**src/rtl/mvm_pkg.sv**
```systemverilog
// Shared definitions for the matrix-vector sequencer: FSM encoding, datapath
// widths and the address-width helper.
package mvm_pkg;

  localparam int DATA_W = 8;
  localparam int ACC_W  = 16;

  typedef enum logic [2:0] {
    ST_IDLE,
    ST_RUN,
    ST_DRAIN,
    ST_OUT,
    ST_DONE
  } state_t;

  // Address width for a memory of 'depth' words, never narrower than one bit.
  function automatic int addr_w(input int depth);
    return (depth <= 2) ? 1 : $clog2(depth);
  endfunction

endpackage

```
**src/rtl/mvm_sequencer_if.sv**
```systemverilog
// Memory read ports and result stream of the matrix-vector sequencer.
// master = sequencer side, slave = memories plus activation stage.
interface mvm_sequencer_if
  import mvm_pkg::*;
#(
  parameter int N = 2,
  parameter int M = 2
);

  localparam int AW_W = addr_w(M * N);
  localparam int AW_X = addr_w(N);
  localparam int AW_R = addr_w(M);

  logic              rd_en;
  logic [AW_W-1:0]   w_addr;
  logic [AW_X-1:0]   x_addr;
  logic [DATA_W-1:0] w_data;
  logic [DATA_W-1:0] x_data;
  logic [AW_R-1:0]   b_addr;
  logic [ACC_W-1:0]  b_data;
  logic              y_valid;
  logic              y_ready;
  logic [ACC_W-1:0]  y_data;
  logic [AW_R-1:0]   y_row;

  modport master (
    output rd_en, w_addr, x_addr, b_addr, y_valid, y_data, y_row,
    input  w_data, x_data, b_data, y_ready
  );

  modport slave (
    input  rd_en, w_addr, x_addr, b_addr, y_valid, y_data, y_row,
    output w_data, x_data, b_data, y_ready
  );

endinterface

```
**src/rtl/mac_unit.sv**
```systemverilog
// Combinational multiply-accumulate: out = c + a*b, unsigned, wrapping at ACC_W bits.
module mac_unit
  import mvm_pkg::*;
(
  input  logic [DATA_W-1:0] a,
  input  logic [DATA_W-1:0] b,
  input  logic [ACC_W-1:0]  c,
  output logic [ACC_W-1:0]  out
);

  logic [ACC_W-1:0] prod;

  assign prod = ACC_W'(a) * ACC_W'(b);
  assign out  = c + prod;

endmodule

```
**src/rtl/mvm_sequencer.sv**
```systemverilog
// Time-multiplexed matrix-vector engine controller: Y[i] = sum_j W[i][j]*x[j] + B[i]
// computed row by row through a single shared mac_unit.
module mvm_sequencer
  import mvm_pkg::*;
#(
  parameter int N = 2,
  parameter int M = 2
) (
  input  logic clk,
  input  logic rst_n,
  input  logic start,
  input  logic abort,
  output logic busy,
  output logic done,
  mvm_sequencer_if.master bus
);

  localparam int AW_W = addr_w(M * N);
  localparam int AW_X = addr_w(N);
  localparam int AW_R = addr_w(M);
  localparam logic [AW_X-1:0] COL_LAST = AW_X'(N - 1);
  localparam logic [AW_R-1:0] ROW_LAST = AW_R'(M - 1);

  state_t            state;
  logic [AW_R-1:0]   row;
  logic [AW_X-1:0]   col;
  logic [AW_W-1:0]   w_addr;
  logic [ACC_W-1:0]  acc;
  logic [ACC_W-1:0]  mac_out;
  logic [ACC_W-1:0]  y_data;
  logic [AW_R-1:0]   y_row;
  logic              rd_en;
  logic              dvld;
  logic              y_valid;

  mac_unit u_mac (
    .a   (bus.w_data),
    .b   (bus.x_data),
    .c   (acc),
    .out (mac_out)
  );

  // Rows are walked in order, so the W address simply keeps counting across rows.
  assign bus.rd_en   = rd_en;
  assign bus.w_addr  = w_addr;
  assign bus.x_addr  = col;
  assign bus.b_addr  = row;
  assign bus.y_valid = y_valid;
  assign bus.y_data  = y_data;
  assign bus.y_row   = y_row;

  // abort outranks every transition; dvld is cleared so an in-flight read is dropped.
  always_ff @(posedge clk or negedge rst_n) begin
    if (!rst_n) begin
      state   <= ST_IDLE;
      row     <= '0;
      col     <= '0;
      w_addr  <= '0;
      acc     <= '0;
      dvld    <= 1'b0;
      rd_en   <= 1'b0;
      busy    <= 1'b0;
      done    <= 1'b0;
      y_valid <= 1'b0;
      y_data  <= '0;
      y_row   <= '0;
    end else if (abort) begin
      state   <= ST_IDLE;
      row     <= '0;
      col     <= '0;
      w_addr  <= '0;
      acc     <= '0;
      dvld    <= 1'b0;
      rd_en   <= 1'b0;
      busy    <= 1'b0;
      done    <= 1'b0;
      y_valid <= 1'b0;
    end else begin
      dvld <= rd_en;
      done <= 1'b0;
      if (dvld) begin
        acc <= mac_out;
      end

      case (state)
        ST_IDLE: begin
          if (start) begin
            state  <= ST_RUN;
            row    <= '0;
            col    <= '0;
            w_addr <= '0;
            acc    <= '0;
            rd_en  <= 1'b1;
            busy   <= 1'b1;
          end
        end

        ST_RUN: begin
          if (col == COL_LAST) begin
            state <= ST_DRAIN;
            rd_en <= 1'b0;
          end else begin
            col    <= col + AW_X'(1);
            w_addr <= w_addr + AW_W'(1);
          end
        end

        ST_DRAIN: begin
          y_data  <= mac_out + bus.b_data;
          y_row   <= row;
          y_valid <= 1'b1;
          state   <= ST_OUT;
        end

        ST_OUT: begin
          if (bus.y_ready) begin
            y_valid <= 1'b0;
            if (row == ROW_LAST) begin
              state <= ST_DONE;
              done  <= 1'b1;
            end else begin
              state  <= ST_RUN;
              row    <= row + AW_R'(1);
              col    <= '0;
              w_addr <= w_addr + AW_W'(1);
              acc    <= '0;
              rd_en  <= 1'b1;
            end
          end
        end

        ST_DONE: begin
          state  <= ST_IDLE;
          busy   <= 1'b0;
          row    <= '0;
          col    <= '0;
          w_addr <= '0;
        end

        default: begin
          state <= ST_IDLE;
          busy  <= 1'b0;
          rd_en <= 1'b0;
        end
      endcase
    end
  end

endmodule

```
**src/flat_wrapper.sv**
```systemverilog
// flat-port wrapper written by rule: the top's interface ports become plain ports
module mvm_sequencer_flat import mvm_pkg::*;
#(
  parameter int N = 2,
  parameter int M = 2
)
  (clk, rst_n, start, abort, busy, done, bus_rd_en, bus_w_addr, bus_x_addr, bus_b_addr, bus_y_valid, bus_y_data, bus_y_row, bus_w_data, bus_x_data, bus_b_data, bus_y_ready);
  mvm_sequencer_if #(.N(N), .M(M)) bus_i ();
  input  logic clk;
  input  logic rst_n;
  input  logic start;
  input  logic abort;
  output logic busy;
  output logic done;
  output wire logic [$bits(bus_i.rd_en)-1:0] bus_rd_en;
  output wire logic [$bits(bus_i.w_addr)-1:0] bus_w_addr;
  output wire logic [$bits(bus_i.x_addr)-1:0] bus_x_addr;
  output wire logic [$bits(bus_i.b_addr)-1:0] bus_b_addr;
  output wire logic [$bits(bus_i.y_valid)-1:0] bus_y_valid;
  output wire logic [$bits(bus_i.y_data)-1:0] bus_y_data;
  output wire logic [$bits(bus_i.y_row)-1:0] bus_y_row;
  input wire logic [$bits(bus_i.w_data)-1:0] bus_w_data;
  input wire logic [$bits(bus_i.x_data)-1:0] bus_x_data;
  input wire logic [$bits(bus_i.b_data)-1:0] bus_b_data;
  input wire logic [$bits(bus_i.y_ready)-1:0] bus_y_ready;
  assign bus_rd_en = bus_i.rd_en;
  assign bus_w_addr = bus_i.w_addr;
  assign bus_x_addr = bus_i.x_addr;
  assign bus_b_addr = bus_i.b_addr;
  assign bus_y_valid = bus_i.y_valid;
  assign bus_y_data = bus_i.y_data;
  assign bus_y_row = bus_i.y_row;
  assign bus_i.w_data = bus_w_data;
  assign bus_i.x_data = bus_x_data;
  assign bus_i.b_data = bus_b_data;
  assign bus_i.y_ready = bus_y_ready;
  mvm_sequencer #(.N(N), .M(M)) u_core (.clk(clk), .rst_n(rst_n), .start(start), .abort(abort), .busy(busy), .done(done), .bus(bus_i));
endmodule
```
**config.mk**
```make
export PLATFORM = sky130hd
export DESIGN_NAME = mvm_sequencer_flat
export DESIGN_NICKNAME = d
export VERILOG_FILES = /design/src/rtl/mvm_pkg.sv /design/src/rtl/mvm_sequencer_if.sv /design/src/rtl/mac_unit.sv /design/src/rtl/mvm_sequencer.sv /design/src/flat_wrapper.sv
export SDC_FILE = /design/constraint.sdc
export NUM_CORES = 1
export LEC_CHECK = 0
export ABC_AREA = 1
export CAP_MARGIN = 20
export CORE_MARGIN = 1.5
export CORE_UTILIZATION = 35
export CTS_CLUSTER_DIAMETER = 50
export CTS_CLUSTER_SIZE = 25
export DETAILED_ROUTE_END_ITERATION = 12
export PLACE_DENSITY = 0.63
export RECOVER_POWER = 100
export SYNTH_ARGS = -nofsm -noshare
export SYNTH_HDL_FRONTEND = slang
export SYNTH_SLANG_ARGS = --single-unit
```
**constraint.sdc**
```tcl
create_clock -name clk -period 4.3 [get_ports clk]
set_input_delay 0.86 -clock clk [delete_from_list [all_inputs] [get_ports clk]]
set_output_delay 0.86 -clock clk [all_outputs]
set_load 0.02 [all_outputs]
```
==> summary.txt, run 1 <==
Timing
  • Final worst slack: -763 ps
  • # setup viols final: 14
  • Max Clk Rate: 198 MHz
  • Tcrit/Tclk final: 118%
  • Rel. slew slack: -73.2%
  • RSZ-0062 raised after global routing: yes
  • Crit path time final: 5060 ps
  • Slew @ Worst Pin: 2600 ps
  • Clock Skew: 4.06 ps
  • Final count of hold timing violations: 0
  • Worst Hold Margin: 473 ps
  • Final slew viol count: 46

Clocking
  • CTS sink count: 45
  • CTS H-tree lvls: 2
  • CTS root buf: clkbuf_16
  • Later-pin clock latency in the skew report: 290 ps
  • CTS tree: built
  • Cts hold-fix bufs: 0
  • Buffer levels on the longest clock path: 2
  • Number of buffers created by CTS: 5
  • Reg clk slew, reported paths: 70 ps

Layout
  • Area Overhead vs Synth: 47.5%
  • Ant diodes: 0
  • Fin nets: 1004
  • Layout cells sized above 1: 35.3%

Placed design
  • DP HPWL: 10500 um
  • GP Congestion: 0.902
  • I/O Buffers: 61

Worst setup path
  • Req. time, crit path: 4520 ps
  • CP cell instances: buf_6 -> buf_6 -> nand2_4 -> fa_1 -> inv_2 -> fa_1 -> inv_1 -> fa_1 -> fa_1 -> inv_2 -> ha_4 -> a21oi_4 -> nand2_4 -> a21oi_2 -> xor2_1 -> ha_1 -> nand2_1 -> nor4_1 -> nand2_1 -> nand2_1 -> nand2_1 -> a31oi_1
  • CP max stage cell: fa_1
  • CP max stage delay: 520 ps
  • Critical Path Sink Type: flip-flop
  • CP delay by family, top: adder cells
  • Crit Reg-Reg Startpoint: u_core.acc[6]
  • Reg2reg end: u_core.bus.y_data[13]
  • Reg2Reg Setup Slack: -450 ps
  • CP arrival: 5280 ps
  • FF-to-FF path depth: 20
  • CP Class: input port to flip-flop
  • Buffers & Inverters on Critical Path: 5
  • CP Max Fanout: 5
  • Critical path startpoint category: input port

Floorplan
  • Ports: 62
  • Core ar.: 15100 sq um
  • Cell Rows: 45
  • Die Footprint: 16200 sq um
  • Initial core utilization: 35.8%
  • Die width: 127 um
  • Die Y: 127 um

Detailed routing
  • DRC: 0
  • Vias post-DR: 4845
  • Post-DRT Antenna Nets: 0
  • Average wire per standard cell: 13.7 um
  • First-pass detailed-route iteration total: 5
  • DR iter-0 viols: 182
  • Vias/cell: 4.60
  • Final WL: 14500 um

GRT
  • Initial antenna violation count: 0
  • Total congestion overflow: 0
  • Largest net degree at the start of global routing: 46
  • Vias in the first global route: 5002
  • First-pass GRT wire length: 23400 um
  • GRT Overall Usage: 17.8%

Logic synthesis
  • Synthesized flop and latch total: 45
  • Net Count, Synth: 857
  • Largest cells by area after synthesis: dfrtp_1 21%, fa_1 19%, inv_1 12%
  • Post-synth top cells: 176 x inv_1, 166 x nand2_1, 51 x fa_1, 51 x ha_1, 45 x dfrtp_1
  • Syn avg cell area: 7.55 sq um
  • Post-synth EDFFs: 0
  • Mapped cell area: 5420 sq um
  • Post-synth ARST share: 100%
  • Share of the yosys chip area belonging to registers: 20.8%
  • Synth unique cells: 41
  • Cells after synthesis: 718
  • Count leader, synth: inv_1
  • Yosys top cell by area: dfrtp_1
  • Top-area cell type share of the netlist area: 20.8%
  • Prevailing post-synth register cell: dfrtp_1
  • Synth warn: 0

Run
  • Maxcap violations: 1

Hold path
  • Hold Crit Start: u_core.bus.y_data[0]
  • Hold Crit Depth: 2
  • Hold endpoint: u_core.bus.y_data[0]
  • Hold WC Path Type: flip-flop to flip-flop

Outcome
  • Status: finished with violations
  • Failing checks: max-capacitance violations, max-slew violations, negative setup slack
-- worst register-to-register path, cell delays in order, from the launching register on --
cell	delay, ps
dfrtp_1	330
inv_1	90
fa_1	560
inv_2	40
fa_1	490
inv_1	50
fa_1	480
fa_1	520
inv_2	50
ha_4	280
a21oi_4	160
nand2_4	100
a21oi_2	170
xor2_1	100
ha_1	360
nand2_1	150
nor4_1	310
nand2_1	140
nand2_1	90
nand2_1	50
a31oi_1	150
-- how the worst max path moves through the flow --
stage / startpoint / endpoint / slack [ps] / cells after the start
2_1_floorplan: bus_w_data[5] / u_core.bus.y_data[10] / -710 / 21
3_3_place_gp: bus_w_data[4] / u_core.bus.y_data[13] / -1670 / 22
3_5_place_dp: bus_x_data[4] / u_core.bus.y_data[13] / -1670 / 23
4_1_cts: bus_x_data[1] / u_core.bus.y_data[13] / -800 / 24
5_1_grt: bus_w_data[5] / u_core.bus.y_data[13] / -950 / 23
6_report: bus_w_data[5] / u_core.bus.y_data[13] / -760 / 22
-- kinds of logic after synthesis --
group / share of synthesized area (%)
flops: 20.8
xor+xnor: 2.75
fa+ha+maj: 30.6
simple gates: 20.8
compound gates: 10.0
buf+inv: 15.1
-- stage by stage --
stage	cells	worst slack, ps	area [sq um]	utilization [%]	setup TNS [ps]
after floorplan	718	-710	5770	-	-5290
after global placement	1024	-1670	6930	45.7	-24160
after detailed placement	1024	-1670	6930	45.7	-23950
after CTS	1050	-802	7520	49.7	-7130
after global routing	1054	-952	7990	52.8	-9120
final	1054	-763	7990	52.8	-6510
-- registers in the layout, indices dropped and copies added, names as in the netlist --
register and cells:
u_core.bus.y_row 1, u_core.done 1, u_core.busy 1, u_core.dvld 1, u_core.bus.b_addr 1, u_core.state 3
u_core.bus.rd_en 1, u_core.acc 16, u_core.bus.y_valid 1, u_core.bus.x_addr 1, u_core.bus.y_data 16, u_core.bus.w_addr 2
-- area by class of cell --
class / count / area (sq um)
fill: 1347 / 7150
multi-input combinational: 467 / 4280
timing repair buffer: 163 / 1490
sequential: 45 / 1130
inverter: 183 / 688
tap: 188 / 235
clock buffer: 7 / 143
clock inverter: 1 / 30.0
-- placed cells by master, fill, tap and decap left out, drive strengths merged, types with 11 or more instances in the layout --
master         count
inv              182
nand2            172
buf              114
nor2              52
fa                51
ha                51
dfrtp             45
a21oi             36
o21ai             27
dlygate4sd3       25
nand3             24
clkdlybuf4s50     19
clkbuf            12
xor2              11
-- what timing repair did --
action                     in CTS  in global routing
gates resized for setup       142                132
setup endpoints to repair      25                 20
pin swaps                      70                 72
setup buffers                  24                 13
-- layer usage --
metal / share of wire, % / track usage, % / vias up / routed length [um]
li1: - / - / 2439 / -
met2: 49 / 30.8 / 99 / 7040
met4: 2.2 / 4.01 / 0 / 319
met3: 3.1 / 2.26 / 25 / 449
met1: 46 / 23.7 / 2282 / 6640
met5: 0 / 0 / - / 0
Power of run 1 is left out: the tool's default activity adds up to more than one toggle a clock period on the data nets, which glitch-free logic cannot reach.
==> inputs of run 2 (changes only) <==
Settings changed: CORE_UTILIZATION 35 to 53, CTS_CLUSTER_DIAMETER 50 to default, PLACE_DENSITY 0.63 to 0.86.
==> run 2 against run 1 <==
The flow finishes with violations (negative setup slack); count of clock-buffer cells in the layout stayed put; sequential cell count stayed put; register-to-register slack worse by 180 ps; wire length is 22% higher; final area is 2.6% lower; highest routed layer unchanged.
==> summary.txt, run 2 (same netlist as run 1, synthesis figures left out) <==
Outcome
  • Status: finished with violations (unchanged)
  • Failing checks: negative setup slack (was max-capacitance violations, max-slew violations, negative setup slack)

Timing
  • Tcrit/Tclk final: 122% (was 118%)
  • Clock Skew: 4.80 ps (was 4.06 ps)
  • Worst Hold Margin: 474 ps (was 473 ps)
  • Rel. slew slack: 15.6% (was -73.2%)
  • Max Clk Rate: 191 MHz (was 198 MHz)
  • Crit path time final: 5230 ps (was 5060 ps)
  • Final worst slack: -928 ps (was -763 ps)
  • RSZ-0062 raised after global routing: yes (unchanged)
  • Final count of hold timing violations: 0 (unchanged)
  • # setup viols final: 18 (was 14)
  • Slew @ Worst Pin: 1270 ps (was 2600 ps)
  • Final slew viol count: 0 (was 46)

Detailed routing
  • DR iter-0 viols: 358 (was 182)
  • DRC: 0 (unchanged)
  • First-pass detailed-route iteration total: 6 (was 5)
  • Final WL: 17600 um (was 14500 um)
  • Vias post-DR: 5370 (was 4845)
  • Average wire per standard cell: 17.8 um (was 13.7 um)
  • Vias/cell: 5.41 (was 4.60)
  • Post-DRT Antenna Nets: 0 (unchanged)

Hold path
  • Hold WC Path Type: flip-flop to flip-flop (unchanged)
  • Hold Crit Start: u_core.bus.y_data[1] (was u_core.bus.y_data[0])

Layout
  • Fin nets: 998 (was 1004)
  • Commonest non-fill, non-tap cell in the layout: inv_1 (unchanged)
  • Most frequent cells in the layout: 155 x inv_1, 124 x nand2_1, 76 x buf_4 (was 153 x inv_1, 122 x nand2_1, 77 x buf_4)
  • Fin cells: 992 (was 1054)
  • Layout cells sized above 1: 34.5% (was 35.3%)
  • Ant diodes: 0 (unchanged)
  • Top flop regs: u_core.acc x16, u_core.bus.y_data x16, u_core.state x3 (unchanged)
  • Final core occ: 78.9% (was 52.8%)
  • Area Overhead vs Synth: 43.6% (was 47.5%)

GRT
  • Initial antenna violation count: 0 (unchanged)
  • Largest net degree at the start of global routing: 46 (unchanged)
  • Vias in the first global route: 5702 (was 5002)
  • GRT Overall Usage: 29.8% (was 17.8%)
  • Total congestion overflow: 0 (unchanged)
  • First-pass GRT wire length: 26100 um (was 23400 um)

Placed design
  • I/O Buffers: 61 (unchanged)
  • DP Cell Count: 968 (was 1024)
  • GP Congestion: 0.936 (was 0.902)
  • DP HPWL: 11400 um (was 10500 um)

Worst setup path
  • CP arrival: 5400 ps (was 5280 ps)
  • Critical path startpoint category: input port (unchanged)
  • CP max stage cell: fa_1 (unchanged)
  • CP Max Fanout: 4 (was 5)
  • CP Launch Point: bus_x_data[7] (was bus_w_data[5])
  • CP max stage delay: 590 ps (was 520 ps)
  • Critical Path Sink Type: flip-flop (unchanged)
  • CP Class: input port to flip-flop (unchanged)
  • CP delay by family, top: adder cells (unchanged)
  • Crit Reg-Reg Startpoint: u_core.acc[7] (was u_core.acc[6])
  • Buffers & Inverters on Critical Path: 6 (was 5)
  • Req. time, crit path: 4470 ps (was 4520 ps)

Clocking
  • Number of buffers created by CTS: 5 (unchanged)
  • CTS tree: built (unchanged)
  • Later-pin clock latency in the skew report: 300 ps (was 290 ps)
  • Reg clk slew, reported paths: 80 ps (was 70 ps)
  • CTS H-tree lvls: 2 (unchanged)
  • CTS sink count: 45 (unchanged)
  • Cts hold-fix bufs: 0 (unchanged)
  • Buffer levels on the longest clock path: 2 (unchanged)
  • CTS root buf: clkbuf_8 (was clkbuf_16)

Floorplan
  • Die width: 104 um (was 127 um)
  • Die Y: 104 um (was 127 um)
  • Die Footprint: 10800 sq um (was 16200 sq um)
  • Cell Rows: 36 (was 45)
  • Ports: 62 (unchanged)
  • Initial core utilization: 54.9% (was 35.8%)
  • Core ar.: 9860 sq um (was 15100 sq um)

Run
  • Maxcap violations: 0 (was 1)
==> run 2: worst reg2reg max path: stages (launching register included) <==
cell	delay, ps
dfrtp_1	330
inv_1	80
fa_1	560
inv_2	40
fa_1	510
fa_1	580
inv_2	40
fa_1	520
inv_2	60
ha_4	250
a21oi_4	170
o21a_1	200
nand2_2	90
buf_6	140
nand2_4	60
nand2_4	60
xor2_4	170
ha_4	310
nand2_2	110
nor2_4	130
nand3_1	90
nand2_2	100
nand3_1	80
nand3_1	80
nand2_1	50
==> run 2: layout make-up <==
| type | count | area, sq um |
|---|---|---|
| multi-input combinational | 467 | 4300 |
| fill | 607 | 2080 |
| sequential | 45 | 1130 |
| tap | 133 | 166 |
| timing repair buffer | 157 | 1420 |
| inverter | 183 | 693 |
| clock buffer | 7 | 86.3 |
==> run 2: worst paths after layout <==
| kind | end | slack (ps) | cells past startpoint |
|---|---|---|---|
| setup / recovery | u_core.bus.y_data[14] | -930 | 25 |
| hold / removal | u_core.bus.y_data[1] | 470 | 2 |
| setup reg to reg | u_core.bus.y_data[15] | -630 | 24 |
| hold reg to reg | u_core.bus.y_data[1] | 470 | 2 |
| max in group asynchronous | u_core.acc[10] | 1780 | 2 |
| min in group asynchronous | u_core.busy | 780 | 1 |
==> run 2: routing by layer <==
layer | up-vias | share of wire, % | GRT usage (%) | routed length (um)
li1 | 2440 | - | - | -
met1 | 2604 | 36 | 34.5 | 6400
met2 | 241 | 54 | 56.1 | 9590
met3 | 85 | 4.4 | 3.38 | 769
met4 | 0 | 4.9 | 11.2 | 858
met5 | - | 0 | 0 | 0
==> run 2: what timing repair did <==
item,CTS,global route
pin swaps,81,54
setup buffers,16,6
gates resized for setup,186,87
setup endpoints to repair,25,22
endpoints found under the hold margin,0,0
==> run 2: through the flow <==
step,TNS [ps],setup slack (ps),instance area [sq um]
2_1_floorplan,-5290,-710,5770
3_3_place_gp,-23000,-1630,6850
3_5_place_dp,-25970,-1780,6850
4_1_cts,-8290,-955,7500
5_1_grt,-11050,-1100,7780
6_report,-8700,-928,7780
Power of run 2 is left out for the same reason.
==> inputs of run 3 (changes only) <==
Settings changed: CAP_MARGIN 20 to default, CORE_UTILIZATION 53 to 55, PLACE_DENSITY 0.86 to 0.85.
Clock period 4.3 ns to 6.75 ns, I/O delays scaled along.
==> run 3 against run 2 <==
The run ends with max-capacitance violations, max-slew violations left; cell count shrank 9.4%; non-clock buffer count is 94 lower; final area is 21% lower; via count is 16% lower; register-to-register slack better by 2400 ps; worst hold slack gained 12 ps; sequential share of layout area rose by 3.9 points; count of clock-buffer cells in the layout is 1 lower; core utilization is 16 points lower; clock skew grew 4.9 ps.
==> summary.txt, run 3 (same netlist as run 1, synthesis figures left out) <==
Outcome
  • Status: finished with violations (unchanged)
  • Failing checks: max-capacitance violations, max-slew violations (was negative setup slack)

Worst setup path
  • CP Class: input port to flip-flop (unchanged)
  • Critical path startpoint category: input port (unchanged)
  • CP max stage delay: 650 ps (was 590 ps)
  • Buffers & Inverters on Critical Path: 4 (was 6)
  • CP delay by family, top: adder cells (unchanged)
  • CP max stage cell: clkdlybuf4s50_1 (was fa_1)
  • CP Max Fanout: 8 (was 4)
  • Critical Path Sink Type: flip-flop (unchanged)
  • CP cell instances: clkdlybuf4s50_1 -> nand2_1 -> fa_1 -> fa_1 -> inv_1 -> fa_1 -> inv_1 -> fa_1 -> inv_1 -> ha_1 -> a21oi_1 -> o21a_1 -> nand2_1 -> nand2_1 -> nand2_1 -> xor2_1 -> ha_1 -> a21oi_1 -> o21ai_0 -> a31oi_1 -> nand3_1 -> a31oi_1
  • Req. time, crit path: 6970 ps (was 4470 ps)
  • CP arrival: 6570 ps (was 5400 ps)

Placed design
  • DP Cell Count: 891 (was 968)
  • Cell Area, Placed: 6080 sq um (was 6850 sq um)
  • DP HPWL: 10300 um (was 11400 um)
  • GP Congestion: 0.898 (was 0.936)
  • I/O Buffers: 61 (unchanged)

GRT
  • Initial antenna violation count: 0 (unchanged)
  • Largest net degree at the start of global routing: 46 (unchanged)
  • GRT Overall Usage: 25.9% (was 29.8%)
  • Total congestion overflow: 0 (unchanged)
  • Vias in the first global route: 4820 (was 5702)
  • First-pass GRT wire length: 21500 um (was 26100 um)

Detailed routing
  • Vias/cell: 5.00 (was 5.41)
  • DRC: 0 (unchanged)
  • Final WL: 12500 um (was 17600 um)
  • Vias post-DR: 4499 (was 5370)
  • DR iter-0 viols: 201 (was 358)
  • Average wire per standard cell: 13.9 um (was 17.8 um)
  • First-pass detailed-route iteration total: 5 (was 6)
  • Post-DRT Antenna Nets: 0 (unchanged)

Clocking
  • CTS tree: built (unchanged)
  • CTS sink count: 45 (unchanged)
  • Number of buffers created by CTS: 5 (unchanged)
  • Later-pin clock latency in the skew report: 310 ps (was 300 ps)
  • CTS root buf: clkbuf_8 (unchanged)
  • CTS resizes: 0 (was 186)
  • Cts hold-fix bufs: 0 (unchanged)
  • Buffer levels on the longest clock path: 2 (unchanged)
  • CTS H-tree lvls: 2 (unchanged)
  • Postcts setup bufs: 0 (was 16)
  • Reg clk slew, reported paths: 100 ps (was 80 ps)

Floorplan
  • Die Footprint: 10500 sq um (was 10800 sq um)
  • Initial core utilization: 56.0% (was 54.9%)
  • Die width: 102 um (was 104 um)
  • Core ar.: 9680 sq um (was 9860 sq um)
  • Die Y: 102 um (was 104 um)
  • Ports: 62 (unchanged)
  • Cell Rows: 36 (unchanged)

Layout
  • Fin nets: 904 (was 998)
  • Top flop regs: u_core.acc x16, u_core.bus.y_data x16, u_core.state x3 (unchanged)
  • Ant diodes: 0 (unchanged)
  • Layout cells sized above 1: 4.57% (was 34.5%)
  • Commonest non-fill, non-tap cell in the layout: inv_1 (unchanged)
  • Fin cells: 899 (was 992)
  • Post-route cell area: 6140 sq um (was 7780 sq um)
  • Most frequent cells in the layout: 180 x inv_1, 167 x nand2_1, 51 x fa_1, 51 x ha_1, 45 x dfrtp_1 (was 155 x inv_1, 124 x nand2_1, 76 x buf_4)
  • Area Overhead vs Synth: 13.3% (was 43.6%)

Timing
  • Slew @ Worst Pin: 2530 ps (was 1270 ps)
  • Rel. slew slack: -68.3% (was 15.6%)
  • # setup viols final: 0 (was 18)
  • Tcrit/Tclk final: 94.1%
  • RSZ-0062 raised after global routing: no (was yes)
  • Final slew viol count: 46 (was 0)
  • Crit path time final: 6350 ps
  • Clock Skew: 9.66 ps (was 4.80 ps)
  • Max Clk Rate: 157 MHz
  • Fin Setup TNS: 0 ps (was -8700 ps)
  • Final count of hold timing violations: 0 (unchanged)

Run
  • Maxcap violations: 1 (was 0)

Hold path
  • Hold WC Path Type: flip-flop to flip-flop (unchanged)
## run 3: changes by cell type in the layout (fill, tap and decap cells not counted), sizes merged
cell and delta:
clkdlybuf4s50 +5, clkinvlp -1, clkbuf -4, clkinv +1, dlymetal6s2s +10, buf -107, inv +2, dlygate4sd3 +1
## run 3: stage by stage
step / utilization, % / hold slack (ps) / setup slack [ps]
after floorplan: - / 493 / 971
after global placement: 62.8 / 460 / 157
after detailed placement: 62.8 / 473 / 71.0
after CTS: 63.8 / 502 / 352
after global routing: 63.4 / 515 / 15.3
final: 63.4 / 485 / 397
## run 3: worst paths after layout
path | slack (ps) | cells past startpoint | end | startpoint
worst min-delay path | 490 | 2 | u_core.bus.y_data[0] | u_core.bus.y_data[0]
worst min register to register | 490 | 2 | u_core.bus.y_data[0] | u_core.bus.y_data[0]
max in group asynchronous | 3500 | 1 | u_core.acc[9] | rst_n
min in group asynchronous | 1820 | 1 | u_core.bus.y_data[11] | rst_n
worst max-delay path | 400 | 22 | u_core.bus.y_data[13] | bus_w_data[2]
worst max register to register | 1720 | 21 | u_core.bus.y_data[13] | u_core.acc[7]
## run 3: layout make-up
cell class	instances	area, sq um
clock buffers	6	82.6
well taps	133	166
clock inverters	2	17.5
fillers	821	3540
repair buffers	63	641
inverters	183	689
multi-input cells	467	3420
flip-flops and latches	45	1130
## run 3: metal layers
metal	GRT usage [%]	routed length (um)
met1	31.7	5360
met2	47.7	6370
met3	3.49	478
met5	0	0
met4	7.48	239
## run 3: worst min-delay path, cell delays in order (launching register included)
cell     delay, ps
dfrtp_1        350
nand2_1         50
nand2_1         50
Power of run 3 is left out for the same reason.
